==> src/rtl/mk_rst_seq.sv <==
// Staggered multi-channel reset sequencer: holds all channels until lock/config qualify,
// then releases them in ascending order. Optional heartbeat LED under RSTSEQ_HEARTBEAT_EN.
module mk_rst_seq #(
  parameter int NCH         = 4,
  parameter int CW          = 16,
  parameter int HOLD_CYC    = 65535,
  parameter int STAGGER_CYC = 16,
  parameter int SOFT_CYC    = 256,
  parameter int HB_W        = 20
) (
  input  logic           clk,
  input  logic           rstnin,
  input  logic           locked,
  input  logic           cfg_done,
  input  logic           soft_rst,
  output logic [NCH-1:0] rst,
  output logic           ready,
  output logic [1:0]     state,
  output logic           led_hb
);

  typedef enum logic [1:0] {
    ST_HOLD    = 2'd0,
    ST_STAGGER = 2'd1,
    ST_RUN     = 2'd2,
    ST_SOFT    = 2'd3
  } st_t;

  localparam int              CHW      = (NCH > 1) ? $clog2(NCH) : 1;
  localparam logic [CW-1:0]   HOLD_END = CW'(HOLD_CYC - 1);
  localparam logic [CW-1:0]   STAG_END = CW'(STAGGER_CYC - 1);
  localparam logic [CW-1:0]   SOFT_END = CW'(SOFT_CYC - 1);
  localparam logic [CHW-1:0]  CH_LAST  = CHW'(NCH - 1);
  localparam logic [NCH-1:0]  CH_ONE   = NCH'(1);

  logic           locked_meta_r, locked_sync_r;
  logic           cfg_meta_r, cfg_sync_r;
  logic           qual_s;
  st_t            st_r;
  logic [CW-1:0]  cnt_r;
  logic [CHW-1:0] ch_r;
  logic [NCH-1:0] rst_r;
  logic           ready_r;

  // Two-flop synchronisers for the asynchronous status pins
  always_ff @(posedge clk or negedge rstnin) begin
    if (!rstnin) begin
      locked_meta_r <= 1'b0;
      locked_sync_r <= 1'b0;
      cfg_meta_r    <= 1'b0;
      cfg_sync_r    <= 1'b0;
    end else begin
      locked_meta_r <= locked;
      locked_sync_r <= locked_meta_r;
      cfg_meta_r    <= cfg_done;
      cfg_sync_r    <= cfg_meta_r;
    end
  end

  assign qual_s = locked_sync_r & cfg_sync_r;

  // Sequencer FSM; loss of qualifier outranks soft requests and counter terminals
  always_ff @(posedge clk or negedge rstnin) begin
    if (!rstnin) begin
      st_r    <= ST_HOLD;
      cnt_r   <= '0;
      ch_r    <= '0;
      rst_r   <= '1;
      ready_r <= 1'b0;
    end else begin
      case (st_r)
        ST_HOLD: begin
          if (!qual_s) begin
            cnt_r <= '0;
          end else if (cnt_r == HOLD_END) begin
            cnt_r    <= '0;
            rst_r[0] <= 1'b0;
            ch_r     <= CHW'(1);
            if (NCH == 1) begin
              st_r    <= ST_RUN;
              ready_r <= 1'b1;
            end else begin
              st_r <= ST_STAGGER;
            end
          end else begin
            cnt_r <= cnt_r + CW'(1);
          end
        end
        ST_STAGGER: begin
          if (!qual_s) begin
            st_r    <= ST_HOLD;
            cnt_r   <= '0;
            rst_r   <= '1;
            ready_r <= 1'b0;
          end else if (cnt_r == STAG_END) begin
            cnt_r <= '0;
            rst_r <= rst_r & ~(CH_ONE << ch_r);
            if (ch_r == CH_LAST) begin
              st_r    <= ST_RUN;
              ready_r <= 1'b1;
            end else begin
              ch_r <= ch_r + CHW'(1);
            end
          end else begin
            cnt_r <= cnt_r + CW'(1);
          end
        end
        ST_RUN: begin
          if (!qual_s) begin
            st_r    <= ST_HOLD;
            cnt_r   <= '0;
            rst_r   <= '1;
            ready_r <= 1'b0;
          end else if (soft_rst) begin
            st_r    <= ST_SOFT;
            cnt_r   <= '0;
            rst_r   <= '1;
            ready_r <= 1'b0;
          end else begin
            st_r <= ST_RUN;
          end
        end
        ST_SOFT: begin
          if (!qual_s) begin
            st_r    <= ST_HOLD;
            cnt_r   <= '0;
            rst_r   <= '1;
            ready_r <= 1'b0;
          end else if (cnt_r == SOFT_END) begin
            cnt_r    <= '0;
            rst_r[0] <= 1'b0;
            ch_r     <= CHW'(1);
            if (NCH == 1) begin
              st_r    <= ST_RUN;
              ready_r <= 1'b1;
            end else begin
              st_r <= ST_STAGGER;
            end
          end else begin
            cnt_r <= cnt_r + CW'(1);
          end
        end
        default: begin
          st_r    <= ST_HOLD;
          cnt_r   <= '0;
          rst_r   <= '1;
          ready_r <= 1'b0;
        end
      endcase
    end
  end

  assign rst   = rst_r;
  assign ready = ready_r;
  assign state = st_r;

`ifdef RSTSEQ_HEARTBEAT_EN
  logic [HB_W-1:0] hb_cnt_r;

  // Heartbeat runs only while the system is fully out of reset
  always_ff @(posedge clk or negedge rstnin) begin
    if (!rstnin) begin
      hb_cnt_r <= '0;
    end else if (st_r == ST_RUN) begin
      hb_cnt_r <= hb_cnt_r + HB_W'(1);
    end else begin
      hb_cnt_r <= hb_cnt_r;
    end
  end

  assign led_hb = hb_cnt_r[HB_W-1];
`else
  // No heartbeat counter: the LED is a constant zero of the configured width reduced
  localparam logic [HB_W-1:0] HB_ZERO = '0;
  assign led_hb = |HB_ZERO;
`endif

endmodule
==> config.mk <==
export PLATFORM = sky130hd
export DESIGN_NAME = mk_rst_seq
export DESIGN_NICKNAME = d
export VERILOG_FILES = /design/src/rtl/mk_rst_seq.sv
export SDC_FILE = /design/constraint.sdc
export NUM_CORES = 1
export LEC_CHECK = 0
export CAP_MARGIN = 20
export CORE_AREA = 2 2 42 73
export CTS_CLUSTER_SIZE = 30
export DETAILED_ROUTE_END_ITERATION = 7
export DIE_AREA = 0 0 44 75
export MAX_ROUTING_LAYER = met4
export PLACE_DENSITY = 0.8
export SYNTH_ARGS = -nofsm -noshare
export SYNTH_HDL_FRONTEND = slang
export SYNTH_SLANG_ARGS = --single-unit
==> constraint.sdc <==
create_clock -name clk -period 5.45 [get_ports clk]
set_clock_uncertainty 0.2 [all_clocks]
set_input_delay 1.09 -clock clk [delete_from_list [all_inputs] [get_ports clk]]
set_output_delay 1.09 -clock clk [all_outputs]
set_load 0.01 [all_outputs]
==> impl_results.md, run 1 <==
- Outcome: finished clean
- Via count: 1,330
- Most common cell after layout, fill and taps aside: dfrtp_1
- CTS sink count: 29
- Hold Crit Endpoint: cfg_sync_r$_DFF_PN0_
- CTS buffer count: 5
- Slew HR: 0.377
- Clock Latency Late Sink: 0.29 ns
- Sequential fraction of the synthesis area: 0.460
- Total GRT Usage: 0.251
- Final setup vio count: 0
- H-tree Lvls: 2
- Fin util: 0.673
- Area growth syn-to-layout: 14.0%
- Final slew viol count: 0
- R2r setup slk: 2.59 ns
- PD cells: 249 nW/µm²
- Buffer depth of the longest clock path: 2
- Max Freq: 0.345 GHz
- Seq pwr share: 0.508
- Most frequent cells in the layout: 25 x dfrtp_1, 18 x nor2_1, 12 x nand2_1
- NetSw: 105 µW
- Net Count, Synth: 176
- Post-synthesis instance area: 1590 µm²
- Clock power share: 0.432
- Final Hold Violating Endpoints: 0
- Root buf cell: clkbuf_8
- Worst-case reg-to-reg path depth: 5
- Post-CTS Setup Inserts: 0
- Fin crit period: 2.90 ns
- Element type at the critical path start: primary input
- Max Cap Viol: 0
- Initial core utilization: 0.590
- CP required: 5.38 ns
- Yosys warns: 0
- Nets: 189
- Cells along the critical path: clkdlybuf4s50_1 -> nor2_1 -> and3_1 -> nor3_2 -> o22ai_1
- Final std cells w/o fill: 206
- CP Max Fanout: 12
- Least-Margin Pin Slew: 0.925 ns
- Placed insts: 198
- Power Internal: 346 µW
- First-pass GRT wire length: 5.75 mm
- CP peak stage delay: 0.68 ns
- Final WL: 3.42 mm
- Die Wd: 44 µm
- Hold_sp: cfg_meta_r$_DFF_PN0_
- GPL Wtd Cong: 0.862
- Core Rows: 25
- Vias in the first global route: 1,315
- Critical R2R Launch: cnt_r[10]$_DFFE_PN0N_
- Synth cell types: 41
- Remaining routing DRC violations: 0
- Core area: 2690 µm²
- HP Class: reg -> reg
- Syn avg cell area: 9.62 µm²
- Ant. Diodes: 0
- Slowest cell on the critical path: nor3_2
- Worst hold slack: 0.149 ns
- Combinational power share: 0.060
- Hold depth: 0
- R2R Path End: cnt_r[4]$_DFFE_PN0N_
- Clock-pin slew on the worst setup and hold paths: 0.06 ns
- # hold bufs at CTS: 0
- Seq cells post-synth: 29
- # IOs: 13
- Worst setup EP type: flip-flop
- WL/cell: 16.6 µm
- Die height: 75 µm
- Post-CTS Resized: 0
- Initial antenna violation count: 0
- RSZ-0062 raised after global routing: false
- Via density: 6.46
- Largest net degree at the start of global routing: 30
- CTS tree: built
- Post-DP HPWL: 2.55 mm
- Switching Share: 0.233
- Setup TNS: 0 ns
- Initial DRC count: 62
- Fin crit share: 0.533
- # port buffers: 11
- Final ANT Viol Nets: 0
- DRT Pass-1 Iters: 4
- VDD IR-drop max: 0.185 mV
- Leakage: 0.000736 µW
- Cells after Synth: 165
- CP arrival: 2.83 ns
- Remaining Overflow, GRT: 0
- Crit path kind: in -> reg
- Layout cells sized above 1: 0.134
- DIE AREA: 3300 µm²
[worst max-delay path, delay by kind of cell]
family / cells / cell delay [ns]
and+or+nand+nor: 3 / 1.07
buffers and inverters: 1 / 0.48
AOI/OAI and AO/OA: 1 / 0.18
[final cells by class]
type	count	area (µm²)
Timing Repair Buffer	12	118
Clock inverter	1	5.00
Tap cell	27	33.8
Inverter	6	22.5
Clock buffer	7	96.3
Fill cell	225	880
Sequential cell	29	731
Multi-Input combinational cell	124	805
[registers in the layout, indices dropped and copies added (netlist names)]
name / flops
ch_r: 2
locked_sync_r: 1
cfg_meta_r: 1
ready: 1
rst: 4
cfg_sync_r: 1
cnt_r: 16
state: 2
locked_meta_r: 1
[worst max path at each step]
stage	end	from	depth (start not counted)
after global placement	cnt_r[4]$_DFFE_PN0N_	soft_rst	5
final	cnt_r[4]$_DFFE_PN0N_	soft_rst	5
after CTS	cnt_r[4]$_DFFE_PN0N_	soft_rst	5
after global routing	cnt_r[4]$_DFFE_PN0N_	soft_rst	5
after floorplan	cnt_r[5]$_DFFE_PN0N_	soft_rst	6
after detailed placement	cnt_r[4]$_DFFE_PN0N_	soft_rst	5
[Yosys cell counts (all sizes together)]
cell type	count	area (µm²)
o31ai	5	37.5
a21boi	2	15.0
nand4	6	37.5
o21a	1	7.51
nor3	4	25.0
or3	2	12.5
nand2	12	45.0
nand3	11	55.1
nor4bb	1	10.0
and2	1	6.26
a21oi	7	35.0
xor2	6	52.6
o21ai	11	55.1
nor2b	2	12.5
conb	1	3.75
or2	3	18.8
a21o	3	22.5
o41ai	1	16.3
clkbuf	4	15.0
dfstp	4	105
nor2	18	67.6
or2b	1	8.76
o311ai	3	26.3
o22ai	3	25.0
buf	2	15.0
ha	6	75.1
mux2i	1	10.0
and3	3	18.8
or4	4	41.3
inv	6	22.5
xnor2	1	8.76
dfrtp	25	626
and3b	1	8.76
nor4	4	46.3
[kinds of logic (layout without fill, tap and decap cells)]
| kind of cell | count (synthesis) | after routing | share of synthesized area |
|---|---|---|---|
| and+or+nand+nor | 73 | 73 | 0.261 |
| AOI/OAI and AO/OA | 36 | 36 | 0.151 |
| DFF | 29 | 29 | 0.460 |
| buffers and inverters | 12 | 26 | 0.0331 |
| xor gates and xnor gates | 7 | 7 | 0.0386 |
| adders and majority gates | 6 | 6 | 0.0473 |
| other | 1 | 1 | 0.00236 |
| muxes | 1 | 1 | 0.00630 |
[power by group through the flow]
stage / clock network (µW) / registers [µW] / logic [µW]
after global placement: 0 / 233 / 25.0
after global routing: 208 / 231 / 31.1
after floorplan: 0 / 231 / 15.1
after CTS: 199 / 229 / 27.6
final: 195 / 229 / 27.2
after detailed placement: 0 / 233 / 27.8
[layer usage]
metal  global-route usage  wire length [µm]  vias to the layer above
li1                     -                 -                      618
met1                0.238              1210                      642
met2                0.433              1920                       53
met3               0.0600               155                       17
met4                0.172               129                        0
met5                    -                 0                        -
[through the flow]
step | total power [µW] | worst slack (ns) | instance area (µm²)
floorplan | 246 | 3.05 | 1590
global placement | 258 | 2.33 | 1710
detailed placement | 260 | 2.27 | 1710
CTS | 455 | 2.60 | 1810
global route | 470 | 2.43 | 1810
finish | 452 | 2.55 | 1810
Power figures use the tool's default switching activity.
==> run 2: changes to the inputs <==
--- a/config.mk
+++ b/config.mk
@@ -6,12 +6,12 @@
 export NUM_CORES = 1
 export LEC_CHECK = 0
 export CAP_MARGIN = 20
-export CORE_AREA = 2 2 42 73
+export CORE_AREA = 2 2 43 75
 export CTS_CLUSTER_SIZE = 30
 export DETAILED_ROUTE_END_ITERATION = 7
-export DIE_AREA = 0 0 44 75
+export DIE_AREA = 0 0 45 77
 export MAX_ROUTING_LAYER = met4
-export PLACE_DENSITY = 0.8
+export PLACE_DENSITY = 0.77
 export SYNTH_ARGS = -nofsm -noshare
 export SYNTH_HDL_FRONTEND = slang
 export SYNTH_SLANG_ARGS = --single-unit
==> constraint.sdc (replaced) <==
create_clock -name clk -period 2.9 [get_ports clk]
set_clock_uncertainty 0.2 [all_clocks]
set_input_delay 0.58 -clock clk [delete_from_list [all_inputs] [get_ports clk]]
set_output_delay 0.58 -clock clk [all_outputs]
set_load 0.01 [all_outputs]
==> impl_results.md, run 2 (synthesis gave the netlist of run 1 again) <==
- H-tree Lvls: 2
- Core area: 2860 µm²
- DRT Pass-1 Iters: 4
- DIE AREA: 3470 µm²
- Ant. Diodes: 0
- Worst setup EP type: flip-flop
- # IOs: 13
- VDD IR-drop max: 0.359 mV
- WL/cell: 16.7 µm
- Initial core utilization: 0.555
- Area growth syn-to-layout: 14.6%
- R2R Path End: cnt_r[6]$_DFFE_PN0N_
- Nets: 190
- Seq pwr share: 0.511
- Max Freq: 0.385 GHz
- HP Class: reg -> reg
- Clock-pin slew on the worst setup and hold paths: 0.06 ns
- Final Hold Violating Endpoints: 0
- Least-Margin Pin Slew: 0.799 ns
- Layout cells sized above 1: 0.139
- NetSw: 193 µW
- Combinational power share: 0.060
- Vias in the first global route: 1,367
- Buffer depth of the longest clock path: 2
- CP Max Fanout: 10
- Remaining routing DRC violations: 0
- Die Wd: 45 µm
- Max Cap Viol: 0
- Initial DRC count: 42
- CTS sink count: 29
- First-pass GRT wire length: 6.09 mm
- Via density: 6.30
- Final WL: 3.47 mm
- Max reg flops: 16
- Most flop-heavy register: cnt_r
- Post-DP HPWL: 2.59 mm
- Crit path kind: reg -> reg
- Critical R2R Launch: cnt_r[10]$_DFFE_PN0N_
- RSZ-0062 raised after global routing: false
- CP required: 2.83 ns
- CTS buffer count: 5
- # hold bufs at CTS: 0
- Power Total: 845 µW
- Fin crit period: 2.59 ns
- Clock Latency Late Sink: 0.28 ns
- Most frequent cells in the layout: 25 x dfrtp_1, 18 x nor2_1, 12 x nand2_1
- Worst-case reg-to-reg path depth: 5
- Worst setup startpoint: cnt_r[10]$_DFFE_PN0N_
- Power Internal: 651 µW
- Total GRT Usage: 0.244
- Largest net degree at the start of global routing: 30
- CTS tree: built
- Fin crit share: 0.895
- Slowest cell on the critical path: or4_4
- Initial antenna violation count: 0
- GPL Wtd Cong: 0.914
- Final setup vio count: 0
- Element type at the critical path start: flip-flop
- Placed insts: 200
- Slew HR: 0.462
- Top delay family on crit path: compound AO/OA/AOI/OAI gates
- Most common cell after layout, fill and taps aside: dfrtp_1
- Post-CTS Resized: 0
- Core Rows: 26
- Crit path depth: 5
- Final std cells w/o fill: 208
- Hold_sp: locked_meta_r$_DFF_PN0_
- PD cells: 464 nW/µm²
- Remaining Overflow, GRT: 0
- R2r setup slk: 0.31 ns
- Switching Share: 0.229
- CP Capture Point: cnt_r[6]$_DFFE_PN0N_
- CP arrival: 2.52 ns
- Leakage: 0.000741 µW
- Die height: 77 µm
- Post-CTS Setup Inserts: 0
- CP peak stage delay: 0.57 ns
- Final ANT Viol Nets: 0
- Final slew viol count: 0
- Clock power share: 0.428
- Worst path buffer plus inverter count: 0
- Setup TNS: 0 ns
- # port buffers: 11
- Via count: 1,311
- Root buf cell: clkbuf_8
- Outcome: finished clean
- Cells along the critical path: or4_4 -> o41ai_2 -> o22ai_2 -> o311ai_0 -> o31ai_1
-- run 2: power by group through the flow --
stage	logic [µW]	clock network (µW)	registers [µW]
finish	51.0	362	432
global route	60.6	391	434
CTS	52.7	371	431
detailed placement	52.5	0	438
global placement	48.9	0	437
floorplan	28.4	0	435
-- run 2: worst min path at each step --
| stage | endpoint | cells past startpoint |
|---|---|---|
| global placement | locked_sync_r$_DFF_PN0_ | 0 |
| global route | locked_sync_r$_DFF_PN0_ | 0 |
| floorplan | cfg_meta_r$_DFF_PN0_ | 0 |
| detailed placement | locked_sync_r$_DFF_PN0_ | 0 |
| finish | locked_sync_r$_DFF_PN0_ | 0 |
| CTS | locked_sync_r$_DFF_PN0_ | 0 |
-- run 2: final cells by class --
type / count / area (µm²)
fillers: 241 / 1040
multi-input cells: 124 / 805
flip-flops and latches: 29 / 731
repair buffers: 13 / 125
clock buffers: 7 / 96.3
well taps: 28 / 35.0
inverters: 6 / 22.5
clock inverters: 1 / 5.00
-- run 2: metrics by stage --
step / instance area [µm²] / worst slack (ns) / utilization / hold slack (ns)
finish: 1820 / 0.306 / 0.635 / 0.149
detailed placement: 1720 / 0.372 / 0.600 / 0.141
floorplan: 1590 / 0.629 / - / 0.0844
global route: 1820 / 0.188 / 0.635 / 0.164
CTS: 1820 / 0.346 / 0.635 / 0.156
global placement: 1720 / 0.480 / 0.600 / 0.133
-- run 2: worst reg2reg max path, delay by kind of cell (launching register included) --
family	cells	cell delay, ns
simple gates	1	0.57
compound gates	4	1.23
flops	1	0.44
-- run 2: metal layers --
metal  GRT usage  share of wire  vias up
met5           -              0        -
met4       0.129          0.037        0
met3      0.0565          0.039       14
met2       0.406           0.56       38
met1       0.253           0.37      639
li1            -              -      620
==> run 3: changes to the inputs <==
--- a/config.mk
+++ b/config.mk
@@ -6,12 +6,12 @@
 export NUM_CORES = 1
 export LEC_CHECK = 0
 export CAP_MARGIN = 20
-export CORE_AREA = 2 2 43 75
+export CORE_AREA = 2 2 42 73
 export CTS_CLUSTER_SIZE = 30
 export DETAILED_ROUTE_END_ITERATION = 7
-export DIE_AREA = 0 0 45 77
+export DIE_AREA = 0 0 44 75
 export MAX_ROUTING_LAYER = met4
-export PLACE_DENSITY = 0.77
+export PLACE_DENSITY = 0.8
 export SYNTH_ARGS = -nofsm -noshare
 export SYNTH_HDL_FRONTEND = slang
 export SYNTH_SLANG_ARGS = --single-unit
==> constraint.sdc (replaced) <==
create_clock -name clk -period 3.2 [get_ports clk]
set_clock_uncertainty 0.2 [all_clocks]
set_input_delay 0.64 -clock clk [delete_from_list [all_inputs] [get_ports clk]]
set_output_delay 0.64 -clock clk [all_outputs]
set_load 0.01 [all_outputs]
==> impl_results.md, run 3 (synthesis gave the netlist of run 1 again) <==
- CP Max Fanout: 10
- Post-CTS Resized: 0
- Die height: 75 µm
- Remaining routing DRC violations: 0
- Worst hold slack: 0.140 ns
- Slew HR: 0.463
- Crit path kind: reg -> reg
- CP required: 3.14 ns
- Hold depth: 0
- Post-DP HPWL: 2.52 mm
- PD cells: 397 nW/µm²
- Largest net degree at the start of global routing: 30
- H-tree Lvls: 2
- Clock Latency Late Sink: 0.28 ns
- Nets: 190
- Via count: 1,292
- Remaining Overflow, GRT: 0
- Worst setup startpoint: cnt_r[10]$_DFFE_PN0N_
- Final WL: 3.32 mm
- Buffer depth of the longest clock path: 2
- Critical R2R Launch: cnt_r[10]$_DFFE_PN0N_
- VDD IR-drop max: 0.318 mV
- Setup TNS: 0 ns
- Final Cell Area: 1800 µm²
- Initial DRC count: 74
- CTS tree: built
- RSZ-0062 raised after global routing: false
- Least-Margin Pin Slew: 0.798 ns
- GRT met1 Usage: 0.228
- Final ANT Viol Nets: 0
- Hold_sp: locked_meta_r$_DFF_PN0_
- Max Cap Viol: 0
- Final Hold Violating Endpoints: 0
- DIE AREA: 3300 µm²
- CTS sink count: 29
- HP Class: reg -> reg
- Gr busiest metal: met2
- Outcome: finished clean
- Met2 Usage GRT: 0.425
- Area growth syn-to-layout: 13.2%
- Power Total: 714 µW
- Final setup vio count: 0
- CP arrival: 2.49 ns
- Leakage: 0.000726 µW
- Layout cells sized above 1: 0.122
- Initial antenna violation count: 0
- Worst-case reg-to-reg path depth: 5
- Vias in the first global route: 1,290
- Die Wd: 44 µm
- R2r setup slk: 0.65 ns
- Most common cell after layout, fill and taps aside: dfrtp_1
- GPL Wtd Cong: 0.919
- Max reg flops: 16
- Core area: 2690 µm²
- Max Freq: 0.392 GHz
- Via density: 6.24
- Post-CTS Setup Inserts: 0
- Post-DP Area: 1720 µm²
- Most flop-heavy register: cnt_r
- Total GRT Usage: 0.237
- Most frequent cells in the layout: 25 x dfrtp_1, 18 x nor2_1, 12 x nand2_1
- Fin crit share: 0.797
- Element type at the critical path start: flip-flop
- R2R Path End: cnt_r[1]$_DFFE_PN0N_
- CP Capture Point: cnt_r[1]$_DFFE_PN0N_
- # hold bufs at CTS: 0
- WL/cell: 16.0 µm
- First-pass GRT wire length: 5.52 mm
- # port buffers: 11
- Worst setup EP type: flip-flop
- Core Rows: 25
- # IOs: 13
- Initial core utilization: 0.590
- Final slew viol count: 0
- CTS buffer count: 5
- Fin crit period: 2.55 ns
- Clock-pin slew on the worst setup and hold paths: 0.06 ns
- Ant. Diodes: 0
- Met3 Use GR: 0.0528
- Root buf cell: clkbuf_8
- DRT Pass-1 Iters: 4
==> run 3: where the power goes <==
group | internal [µW] | total, µW | switching [µW]
logic | 18.4 | 46.3 | 27.9
clock network | 154 | 277 | 123
registers | 379 | 391 | 12.2
total | 551 | 714 | 163
==> run 3: final cells by class <==
type                    count  area [µm²]
fillers                   230         893
multi-input cells         124         805
flip-flops and latches     29         731
repair buffers             13         125
clock buffers               8        80.1
well taps                  27        33.8
inverters                   6        22.5
==> run 3: worst min path at each step <==
stage	slack, ns	endpoint
5_1_grt	0.16	cfg_sync_r$_DFF_PN0_
2_1_floorplan	0.13	cfg_sync_r$_DFF_PN0_
6_report	0.14	locked_sync_r$_DFF_PN0_
4_1_cts	0.15	locked_sync_r$_DFF_PN0_
3_3_place_gp	0.13	cfg_sync_r$_DFF_PN0_
3_5_place_dp	0.14	locked_sync_r$_DFF_PN0_
==> run 3: metal layers <==
metal / vias up / part of all wire
li1: 618 / -
met1: 636 / 0.35
met2: 28 / 0.59
met3: 10 / 0.030
met4: 0 / 0.027
met5: - / 0
==> run 3: worst max-delay path: stages, from the launching register on <==
cell and delay, ns:
dfrtp_1 0.43, or4_4 0.56, o41ai_2 0.46, o22ai_2 0.25
nor2_1 0.36, o21ai_0 0.15
==> run 3: stage by stage <==
stage,std cells,setup WS (ns),util
4_1_cts,207,0.699,0.668
6_report,207,0.649,0.668
3_5_place_dp,199,0.688,0.638
3_3_place_gp,199,0.731,0.638
2_1_floorplan,165,0.929,-
5_1_grt,207,0.576,0.668
